`src/rtl/pattern_scan_engine_if.sv`:
```
// Data-memory port shared by the pattern scan engine and the memory it reads and writes.
// Read data is combinational: valid in the same cycle as mem_addr.
interface pattern_scan_engine_if #(
  parameter int AW = 8
);
  logic [AW-1:0] mem_addr;
  logic [7:0]    mem_rd_data;
  logic          mem_wr_en;
  logic [7:0]    mem_wr_data;

  modport master (
    output mem_addr,
    output mem_wr_en,
    output mem_wr_data,
    input  mem_rd_data
  );

  modport slave (
    input  mem_addr,
    input  mem_wr_en,
    input  mem_wr_data,
    output mem_rd_data
  );
endinterface

```
`src/rtl/pattern_scan_engine.sv`:
```
// Pattern-search coprocessor: counts 5-bit pattern hits inside each message byte, bytes
// containing a hit, and hits across the whole bit string, then writes the three counts back.
module pattern_scan_engine #(
  parameter int MSG_BYTES = 32,
  parameter int PAT_ADDR  = 32,
  parameter int RES_ADDR  = 33,
  parameter int AW        = 8
) (
  input  logic                  clk,
  input  logic                  reset,
  input  logic                  start,
  output logic                  done,
  pattern_scan_engine_if.master mem
);

  localparam int IW = (MSG_BYTES > 1) ? $clog2(MSG_BYTES) : 1;
  localparam logic [IW-1:0] LAST_IDX = IW'(MSG_BYTES - 1);

  typedef enum logic [2:0] {
    IDLE,
    LD_PAT,
    SCAN,
    WR0,
    WR1,
    WR2,
    DONE
  } state_t;

  state_t        state_reg, state_next;
  logic [4:0]    pat_reg, pat_next;
  logic [IW-1:0] idx_reg, idx_next;
  logic [3:0]    tail_reg, tail_next;
  logic [7:0]    ctb_reg, ctb_next;
  logic [7:0]    cto_reg, cto_next;
  logic [7:0]    cts_reg, cts_next;
  logic [AW-1:0] mem_addr_reg, mem_addr_next;
  logic          mem_wr_en_reg, mem_wr_en_next;
  logic [7:0]    mem_wr_data_reg, mem_wr_data_next;
  logic          done_reg, done_next;

  // Windows 0..3 lie wholly inside the current byte; 4..7 straddle the previous byte's low nibble.
  logic [11:0] win_word;
  logic [7:0]  win_match;
  logic [3:0]  pop_byte;
  logic [3:0]  pop_all;

  assign win_word = {tail_reg, mem.mem_rd_data};

  generate
    for (genvar gi = 0; gi < 8; gi++) begin : g_win
      assign win_match[gi] = (win_word[gi+4:gi] == pat_reg);
    end
  endgenerate

  always_comb begin
    pop_byte = '0;
    pop_all  = '0;
    for (int k = 0; k < 8; k++) begin
      pop_all = pop_all + 4'(win_match[k]);
      if (k < 4) begin
        pop_byte = pop_byte + 4'(win_match[k]);
      end
    end
  end

  always_comb begin
    state_next       = state_reg;
    pat_next         = pat_reg;
    idx_next         = idx_reg;
    tail_next        = tail_reg;
    ctb_next         = ctb_reg;
    cto_next         = cto_reg;
    cts_next         = cts_reg;
    mem_addr_next    = mem_addr_reg;
    mem_wr_en_next   = 1'b0;
    mem_wr_data_next = mem_wr_data_reg;
    done_next        = 1'b0;

    unique case (state_reg)
      IDLE: begin
        if (start) begin
          state_next    = LD_PAT;
          idx_next      = '0;
          tail_next     = '0;
          ctb_next      = '0;
          cto_next      = '0;
          cts_next      = '0;
          mem_addr_next = AW'(PAT_ADDR);
        end
      end

      LD_PAT: begin
        pat_next      = mem.mem_rd_data[7:3];
        state_next    = SCAN;
        mem_addr_next = '0;
      end

      SCAN: begin
        ctb_next  = ctb_reg + 8'(pop_byte);
        cto_next  = cto_reg + 8'(|win_match[3:0]);
        // The first byte has no predecessor, so its straddling windows are not real.
        cts_next  = cts_reg + ((idx_reg == '0) ? 8'(pop_byte) : 8'(pop_all));
        tail_next = mem.mem_rd_data[3:0];
        if (idx_reg == LAST_IDX) begin
          state_next       = WR0;
          mem_addr_next    = AW'(RES_ADDR);
          mem_wr_en_next   = 1'b1;
          mem_wr_data_next = ctb_next;
        end else begin
          idx_next      = idx_reg + 1'b1;
          mem_addr_next = AW'(idx_next);
        end
      end

      WR0: begin
        state_next       = WR1;
        mem_addr_next    = AW'(RES_ADDR + 1);
        mem_wr_en_next   = 1'b1;
        mem_wr_data_next = cto_reg;
      end

      WR1: begin
        state_next       = WR2;
        mem_addr_next    = AW'(RES_ADDR + 2);
        mem_wr_en_next   = 1'b1;
        mem_wr_data_next = cts_reg;
      end

      WR2: begin
        state_next = DONE;
      end

      DONE: begin
        if (start) begin
          state_next    = LD_PAT;
          idx_next      = '0;
          tail_next     = '0;
          ctb_next      = '0;
          cto_next      = '0;
          cts_next      = '0;
          mem_addr_next = AW'(PAT_ADDR);
        end else begin
          done_next = 1'b1;
        end
      end

      default: begin
        state_next = IDLE;
      end
    endcase
  end

  always_ff @(posedge clk or negedge reset) begin
    if (!reset) begin
      state_reg       <= IDLE;
      pat_reg         <= '0;
      idx_reg         <= '0;
      tail_reg        <= '0;
      ctb_reg         <= '0;
      cto_reg         <= '0;
      cts_reg         <= '0;
      mem_addr_reg    <= '0;
      mem_wr_en_reg   <= 1'b0;
      mem_wr_data_reg <= '0;
      done_reg        <= 1'b0;
    end else begin
      state_reg       <= state_next;
      pat_reg         <= pat_next;
      idx_reg         <= idx_next;
      tail_reg        <= tail_next;
      ctb_reg         <= ctb_next;
      cto_reg         <= cto_next;
      cts_reg         <= cts_next;
      mem_addr_reg    <= mem_addr_next;
      mem_wr_en_reg   <= mem_wr_en_next;
      mem_wr_data_reg <= mem_wr_data_next;
      done_reg        <= done_next;
    end
  end

  assign mem.mem_addr    = mem_addr_reg;
  assign mem.mem_wr_en   = mem_wr_en_reg;
  assign mem.mem_wr_data = mem_wr_data_reg;
  assign done            = done_reg;

endmodule

```
`src/flat_wrapper.sv`:
```
// flat-port wrapper written by rule: the top's interface ports become plain ports
module pattern_scan_engine_flat 
#(
  parameter int MSG_BYTES = 32,
  parameter int PAT_ADDR  = 32,
  parameter int RES_ADDR  = 33,
  parameter int AW        = 8
)
  (clk, reset, start, done, mem_mem_addr, mem_mem_wr_en, mem_mem_wr_data, mem_mem_rd_data);
  pattern_scan_engine_if #(.AW(AW)) mem_i ();
  input  logic clk;
  input  logic reset;
  input  logic start;
  output logic done;
  output wire logic [$bits(mem_i.mem_addr)-1:0] mem_mem_addr;
  output wire logic [$bits(mem_i.mem_wr_en)-1:0] mem_mem_wr_en;
  output wire logic [$bits(mem_i.mem_wr_data)-1:0] mem_mem_wr_data;
  input wire logic [$bits(mem_i.mem_rd_data)-1:0] mem_mem_rd_data;
  assign mem_mem_addr = mem_i.mem_addr;
  assign mem_mem_wr_en = mem_i.mem_wr_en;
  assign mem_mem_wr_data = mem_i.mem_wr_data;
  assign mem_i.mem_rd_data = mem_mem_rd_data;
  pattern_scan_engine #(.MSG_BYTES(MSG_BYTES), .PAT_ADDR(PAT_ADDR), .RES_ADDR(RES_ADDR), .AW(AW)) u_core (.clk(clk), .reset(reset), .start(start), .done(done), .mem(mem_i));
endmodule
```
`config.mk`:
```
export PLATFORM = sky130hd
export DESIGN_NAME = pattern_scan_engine_flat
export DESIGN_NICKNAME = d
export VERILOG_FILES = /design/src/rtl/pattern_scan_engine_if.sv /design/src/rtl/pattern_scan_engine.sv /design/src/flat_wrapper.sv
export SDC_FILE = /design/constraint.sdc
export NUM_CORES = 1
export LEC_CHECK = 0
export BUFFER_PORTS_ARGS = -buffer_cell sky130_fd_sc_hd__buf_2
export CAP_MARGIN = 30
export CORE_AREA = 4 4 85 87
export CTS_CLUSTER_DIAMETER = 100
export DETAILED_ROUTE_END_ITERATION = 16
export DIE_AREA = 0 0 89 91
export GPL_TIMING_DRIVEN = 0
export PLACE_DENSITY = 0.79
export SKIP_CTS_REPAIR_TIMING = 1
export SYNTH_ARGS = -nofsm -noshare
export SYNTH_HDL_FRONTEND = slang
export SYNTH_SLANG_ARGS = --single-unit
```
`constraint.sdc`:
```
create_clock -name clk -period 6.1 [get_ports clk]
set_input_delay 0.305 -clock clk [delete_from_list [all_inputs] [get_ports clk]]
set_output_delay 0.305 -clock clk [all_outputs]
set_load 0.005 [all_outputs]
```
==> results of run 1 <==
## how the worst max path moves through the flow
stage	from	endpoint	slack, ns	cells after the start
finish	u_core.pat_reg[1]$_DFFE_PN0P_	u_core.cts_reg[6]$_DFFE_PN0P_	0.96	21
global route	u_core.pat_reg[1]$_DFFE_PN0P_	u_core.cts_reg[6]$_DFFE_PN0P_	0.67	21
CTS	u_core.pat_reg[2]$_DFFE_PN0P_	u_core.cts_reg[6]$_DFFE_PN0P_	0.93	19
detailed placement	u_core.pat_reg[2]$_DFFE_PN0P_	u_core.cts_reg[6]$_DFFE_PN0P_	0.98	19
global placement	u_core.pat_reg[1]$_DFFE_PN0P_	u_core.cts_reg[6]$_DFFE_PN0P_	1.04	21
floorplan	u_core.pat_reg[1]$_DFFE_PN0P_	u_core.cts_reg[6]$_DFFE_PN0P_	1.38	21
## cell families (layout without fill, tap and decap cells)
group	Yosys count	in the layout
buffers and inverters	52	90
adders and majority gates	22	22
and+or+nand+nor	110	110
muxes	10	10
xor gates and xnor gates	49	49
other	1	2
DFF	57	57
AOI/OAI and AO/OA	106	106
## final cells by class
class                           count  area, sq um
Fill cell                         493         2070
Timing Repair Buffer               22          125
Sequential cell                    57         1430
Inverter                           24         90.1
Clock buffer                       12          155
Multi-Input combinational cell    299         2170
Tap cell                           77         96.3
Buffer                             28          139
Clock inverter                      4         75.1
## worst max-delay path: stages (launching register included)
cell	delay, ns
dfrtp_1	0.33
clkbuf_1	0.46
xor2_1	0.19
nor2_1	0.06
nand4_1	0.11
inv_1	0.06
ha_1	0.27
inv_1	0.05
fa_1	0.53
inv_1	0.09
fa_1	0.51
fa_1	0.45
inv_1	0.08
fa_1	0.40
nand2_1	0.06
o21a_1	0.14
inv_1	0.06
fa_1	0.43
nor2b_1	0.13
o21ai_0	0.11
a211oi_1	0.35
mux2i_1	0.22
## metal layers
metal	GRT usage (%)	vias to the layer above
li1	-	1508
met1	35.5	1534
met2	35.2	105
met3	5.79	23
met4	7.82	0
met5	0	-
## report_power, final
group          leakage [nW]  internal (mW)  switching [mW]
sequential            0.747          0.488          0.0731
clock                 0.109          0.252           0.162
combinational          1.08          0.439           0.617
## layout by cell type (no fill, tap or decap), types with 4 or more instances in the layout
master	count
fa_1	6
mux2_2	6
nor2b_1	6
a21oi_1	20
nand2_1	27
o22ai_1	7
a211oi_1	6
buf_2	33
clkbuf_1	10
clkbuf_8	11
o21ai_0	24
xnor2_1	29
nor2_1	18
dfrtp_1	57
nand4_1	4
nor3_1	12
nand3_1	10
nand2b_1	11
ha_1	16
a22o_1	14
xor2_1	20
inv_1	24
## through the flow
step	utilization, %	setup slack [ns]	total power, mW	cells
after floorplan	-	1.38	1.34	408
after global placement	63.5	1.04	1.57	506
after detailed placement	63.8	0.983	1.61	507
after CTS	67.4	0.935	2.03	523
after global routing	67.4	0.674	2.19	523
final	67.4	0.958	2.03	523
==> impl_metrics.csv, run 1 <==
group,metric,value,unit
outcome,outcome,"complete, no violations",
die,fp.dieW,89,microns
drt,highest_layer,"met4",
sta,maxSlewHeadroom,44.5,%
sta,final.min_clock_period,5.14,ns
place,dpl.hpwl,6.42,mm
run,drv_cap,0,
layout,syn2layout_area_growth,11.9,%
die,top_level_ports,29,
pwr,p_leak,1.94,nW
synth,postSynthCellCount,407,
sta,maxClockFrequency,0.194,GHz
synth,syn_avg_cell_area,9.40,sq um
drt,wirelength,8.92,mm
critical_path,critPathLaunchType,"register",
sta,skew,0.00877,ns
sta,worstMarginPinSlew,0.828,ns
pwr,peakVddDrop,0.309,mV
grt,grt_pass1_vias,3099,
drt,wl_met3,474,microns
drt,initialDrtViolationCount,243,
layout,design_area,4280,sq um
synth,synth_cell_type_count,64,
critical_path,reg2reg_slack,0.96,ns
drt,vias_per_cell,6.06,
layout,layout-drive-gt1-share,15.0,%
layout,n_antenna_cell,0,
grt,antenna_found_initial,0,
clock_network,clk_latency,0.34,ns
sta,setup_tns,0,ns
grt,grt-ovfl-total,0,
clock_network,cts_buffer_depth,2,
clock_network,clkTransAtPathRegs,0.07,ns
grt,grtUsageTotal,24.2,%
layout,nets,474,
critical_path,r2r_start,"u_core.pat_reg[1]$_DFFE_PN0P_",
clock_network,numCtsBuffers,9,
die,rows,29,
grt,grt_max_degree,35,
sta,fin_worst_hold_slack,0.0405,ns
clock_network,root_buffer,"clkbuf_8",
sta,layout_worst_path_cycle_share,84.3,%
synth,synthAdderAreaFrac,8.37,%
critical_path,path_class,"register to register",
drt,dr_total_vias,3170,
clock_network,ctsHtreeMaxLevel,3,
synth,synthTopCellsByCount,"57 x dfrtp_1, 29 x xnor2_1, 27 x nand2_1",
critical_path,arrival,5.41,ns
drt,post_drt_wl_per_cell,17.1,microns
place,globalplace.congestion,0.880,
drt,route.met2.wl,4.16,mm
die,fp.dieArea,8100,sq um
critical_path,setup.worst_path.end_class,"register",
die,dieHeight,91,microns
clock_network,cts_sinks,57,
die,coreArea,6350,sq um
sta,hold_viol,0,
drt,drc_errors,0,
place,io_buffers,21,
synth,yosysTopAreaCell,"dfrtp_1",
critical_path,worstReg2RegEnd,"u_core.cts_reg[6]$_DFFE_PN0P_",
synth,yosysTopAreaCellShare,37.3,%
sta,maxSlewViolCount,0,
synth,ys_seq_elements,57,
sta,finalSetupViolations,0,
synth,synth_compound_area_share,19.1,%
synth,synth_area,3830,sq um
drt,ant_nets,0,
critical_path,critPathMaxFanout,9,
grt,grt_pass1_wl,15.4,mm
synth,synthTopCellsByArea,"dfrtp_1 37%, xnor2_1 6.6%, ha_1 5.2%",
drt,drt_first_pass_iters,5,
die,initial_utilization,60.3,%
place,postPlaceCellArea,4050,sq um
synth,synth-edff-count,0,
synth,synth_xor_area_share,11.2,%
synth,synth_most_common_cell,"dfrtp_1",
synth,yosysWarnings,0,
synth,synth_top_family_by_area,"compound AO/OA/AOI/OAI gates",
drt,wl_met1,4.06,mm
critical_path,reg2reg_depth,21,
critical_path,cp_data_required_time,6.37,ns
sta,rsz0062_at_grt,"false",
synth,synthMuxAreaShare,2.84,%
worst_hold_path,hold_class,"input pin to async pin",
synth,synth_top_flop_cell,"dfrtp_1",
pwr,power.density,474,nW/um^2
synth,synth_simple_gate_area_share,15.1,%
synth,postSynth.asyncResetShare,100,%
synth,yosysSeqAreaShare,37.3,%
clock_network,cts_tree,"built",
Note: power is estimated with default switching activity, not from simulation.
==> inputs of run 2 (changes only) <==
ABC_AREA = 1   (was not set)
CORE_AREA = 4 4 84 86   (was 4 4 85 87)
DIE_AREA = 0 0 88 90   (was 0 0 89 91)
clock period = 4.8 ns   (was 6.1 ns; I/O delays follow)
==> run 2 against run 1 <==
Net effect:
- maximum frequency up 11%
- combinational power increased by 7%
- final area is 0.20% higher
- largest power group unchanged
==> impl_metrics.csv, run 2 <==
group,metric,value,unit
clock_network,cts_buffer_depth,2,
critical_path,setup.worst_path.end_class,"register",
pwr,power,2.34,mW
layout,regArea,1430,sq um
synth,yosysSeqAreaShare,38.0,%
sta,maxSlewViolCount,0,
layout,layout-drive-gt1-share,14.8,%
drt,wirelength,8.80,mm
drt,vias_per_cell,5.49,
worst_hold_path,hold_class,"input pin to register",
pwr,p_leak,2.23,nW
grt,grt_max_degree,32,
synth,syn_avg_cell_area,7.46,sq um
pwr,peakVddDrop,0.428,mV
layout,syn2layout_area_growth,14.3,%
synth,ys_seq_elements,57,
clock_network,cts_sinks,57,
die,fp.dieW,88,microns
critical_path,cp_data_required_time,5.08,ns
place,io_buffers,24,
critical_path,critPathMaxFanout,6,
synth,yosysWarnings,0,
grt,grt_pass1_wl,14.8,mm
grt,grtUsageTotal,23.6,%
drt,drc_errors,0,
layout,nets,577,
sta,hold_viol,0,
synth,yosysTopAreaCellShare,38.0,%
place,dpl.hpwl,6.42,mm
synth,synth_area,3750,sq um
critical_path,path_class,"register to register",
outcome,outcome,"complete, no violations",
synth,synthTopCellsByCount,"132 x nand2_1, 62 x inv_1, 57 x dfrtp_1",
place,postPlaceCellArea,3990,sq um
critical_path,arrival,4.89,ns
layout,design_area,4290,sq um
layout,multi_input_area,2040,sq um
grt,grt_pass1_vias,3238,
grt,grt-ovfl-total,0,
sta,skew,0.00842,ns
synth,synth_most_common_cell,"nand2_1",
synth,synthTopCellsByArea,"dfrtp_1 38%, nand2_1 13%, inv_1 6.2%",
clock_network,ctsHtreeMaxLevel,3,
run,drv_cap,0,
layout,mostFrequentLayoutCell,"nand2_1",
die,top_level_ports,29,
critical_path,critPathLaunchType,"register",
synth,synth_cell_type_count,30,
clock_network,root_buffer,"clkbuf_8",
drt,dr_total_vias,3435,
die,coreArea,6280,sq um
die,initial_utilization,59.8,%
clock_network,clkTransAtPathRegs,0.07,ns
drt,ant_nets,0,
synth,synth_top_flop_cell,"dfrtp_1",
clock_network,numCtsBuffers,9,
sta,worstMarginPinSlew,0.639,ns
place,globalplace.congestion,0.895,
sta,finalSetupViolations,0,
synth,synth-edff-count,0,
sta,layout_worst_path_cycle_share,96.1,%
die,rows,29,
grt,antenna_found_initial,0,
drt,initialDrtViolationCount,190,
sta,maxClockFrequency,0.217,GHz
drt,post_drt_wl_per_cell,14.1,microns
pwr,power.density,546,nW/um^2
synth,yosysTopAreaCell,"dfrtp_1",
synth,postSynth.asyncResetShare,100,%
die,dieHeight,90,microns
clock_network,clk_latency,0.34,ns
sta,maxSlewHeadroom,57.4,%
layout,n_fill_cell,527,
die,fp.dieArea,7920,sq um
sta,final.min_clock_period,4.61,ns
drt,drt_first_pass_iters,5,
layout,final_cell_mix,"132 x nand2_1, 60 x inv_1, 56 x dfrtp_1, 42 x nand3_1, 40 x nor2_1",
layout,n_antenna_cell,0,
synth,postSynthCellCount,503,
clock_network,cts_tree,"built",
[run 2: cell types whose count changed after synthesis, sizes merged, moves of 7 or more]
cell    delta
a22o      -11
mux2       -7
nand3     +33
nand2b    -11
nor3       -8
nor2      +24
inv       +43
nand2    +108
buf        -8
xnor2     -25
o21ai     +19
[run 2: kinds of logic (layout without fill, tap and decap cells)]
| kind of cell | count (synthesis) | after routing | synth area share, % |
|---|---|---|---|
| AND/OR/NAND/NOR | 241 | 241 | 27.2 |
| buffers and inverters | 81 | 126 | 8.67 |
| other | 1 | 2 | 0.0999 |
| flip-flops | 57 | 57 | 38.0 |
| XOR/XNOR | 28 | 28 | 6.54 |
| AO/OA/AOI/OAI | 73 | 73 | 10.9 |
| adder cells (fa/ha/maj) | 22 | 22 | 8.54 |
[run 2: final timing paths]
check | end | cells after the start | start | slack, ns
worst max-delay path | u_core.cts_reg[4]$_DFFE_PN0P_ | 20 | u_core.pat_reg[1]$_DFFE_PN0P_ | 0.19
worst min-delay path | u_core.done$_DFF_PN0_ | 2 | start | 0.12
worst max register to register | u_core.cts_reg[4]$_DFFE_PN0P_ | 20 | u_core.pat_reg[1]$_DFFE_PN0P_ | 0.19
worst min register to register | u_core.mem.mem_addr[3]$_DFFE_PN0P_ | 2 | u_core.mem.mem_addr[3]$_DFFE_PN0P_ | 0.46
max in group asynchronous | u_core.pat_reg[1]$_DFFE_PN0P_ | 3 | reset | 3.75
min in group asynchronous | u_core.ctb_reg[4]$_DFFE_PN0P_ | 2 | reset | 0.45
[run 2: metrics by stage]
step	utilization, %	worst slack [ns]	hold WS (ns)	instances	setup TNS, ns
floorplan	-	0.222	-0.0556	504	0
global placement	63.3	-0.126	0.456	605	-0.244
detailed placement	63.6	-0.249	0.304	606	-0.654
CTS	67.0	-0.276	-0.0634	622	-0.796
global route	68.3	-0.0426	0.118	626	-0.0947
finish	68.3	0.186	0.124	626	0
[run 2: layer usage]
metal	vias up	GRT usage, %	part of all wire (%)
li1	1694	-	-
met1	1609	31.3	43
met2	119	37.8	49
met3	13	4.57	6.5
met4	0	8.57	1.6
met5	-	0	0
[run 2: where the power goes]
part | internal [mW] | switching [mW]
clock network | 0.289 | 0.203
registers | 0.612 | 0.103
logic | 0.409 | 0.725
total | 1.31 | 1.03
[run 2: worst max-delay path, stage by stage, from the launching register on]
cell	delay (ns)
dfrtp_2	0.46
xnor2_1	0.16
nand3_1	0.13
nor4_4	0.30
ha_1	0.27
inv_1	0.07
fa_1	0.44
inv_2	0.08
fa_1	0.44
fa_2	0.41
inv_1	0.08
fa_1	0.39
or2_2	0.31
o21ai_2	0.07
inv_1	0.08
fa_2	0.36
o21bai_1	0.19
nand2_1	0.09
nand2_1	0.07
inv_1	0.04
nor2_1	0.08
[run 2: cell type report]
cell class	count	area share, %
multi-input cells	366	47.6
flip-flops and latches	57	33.3
well taps	77	2.25
clock buffers	10	2.97
plain buffers	13	2.01
clock inverters	6	1.92
repair buffers	30	4.14
inverters	67	5.86
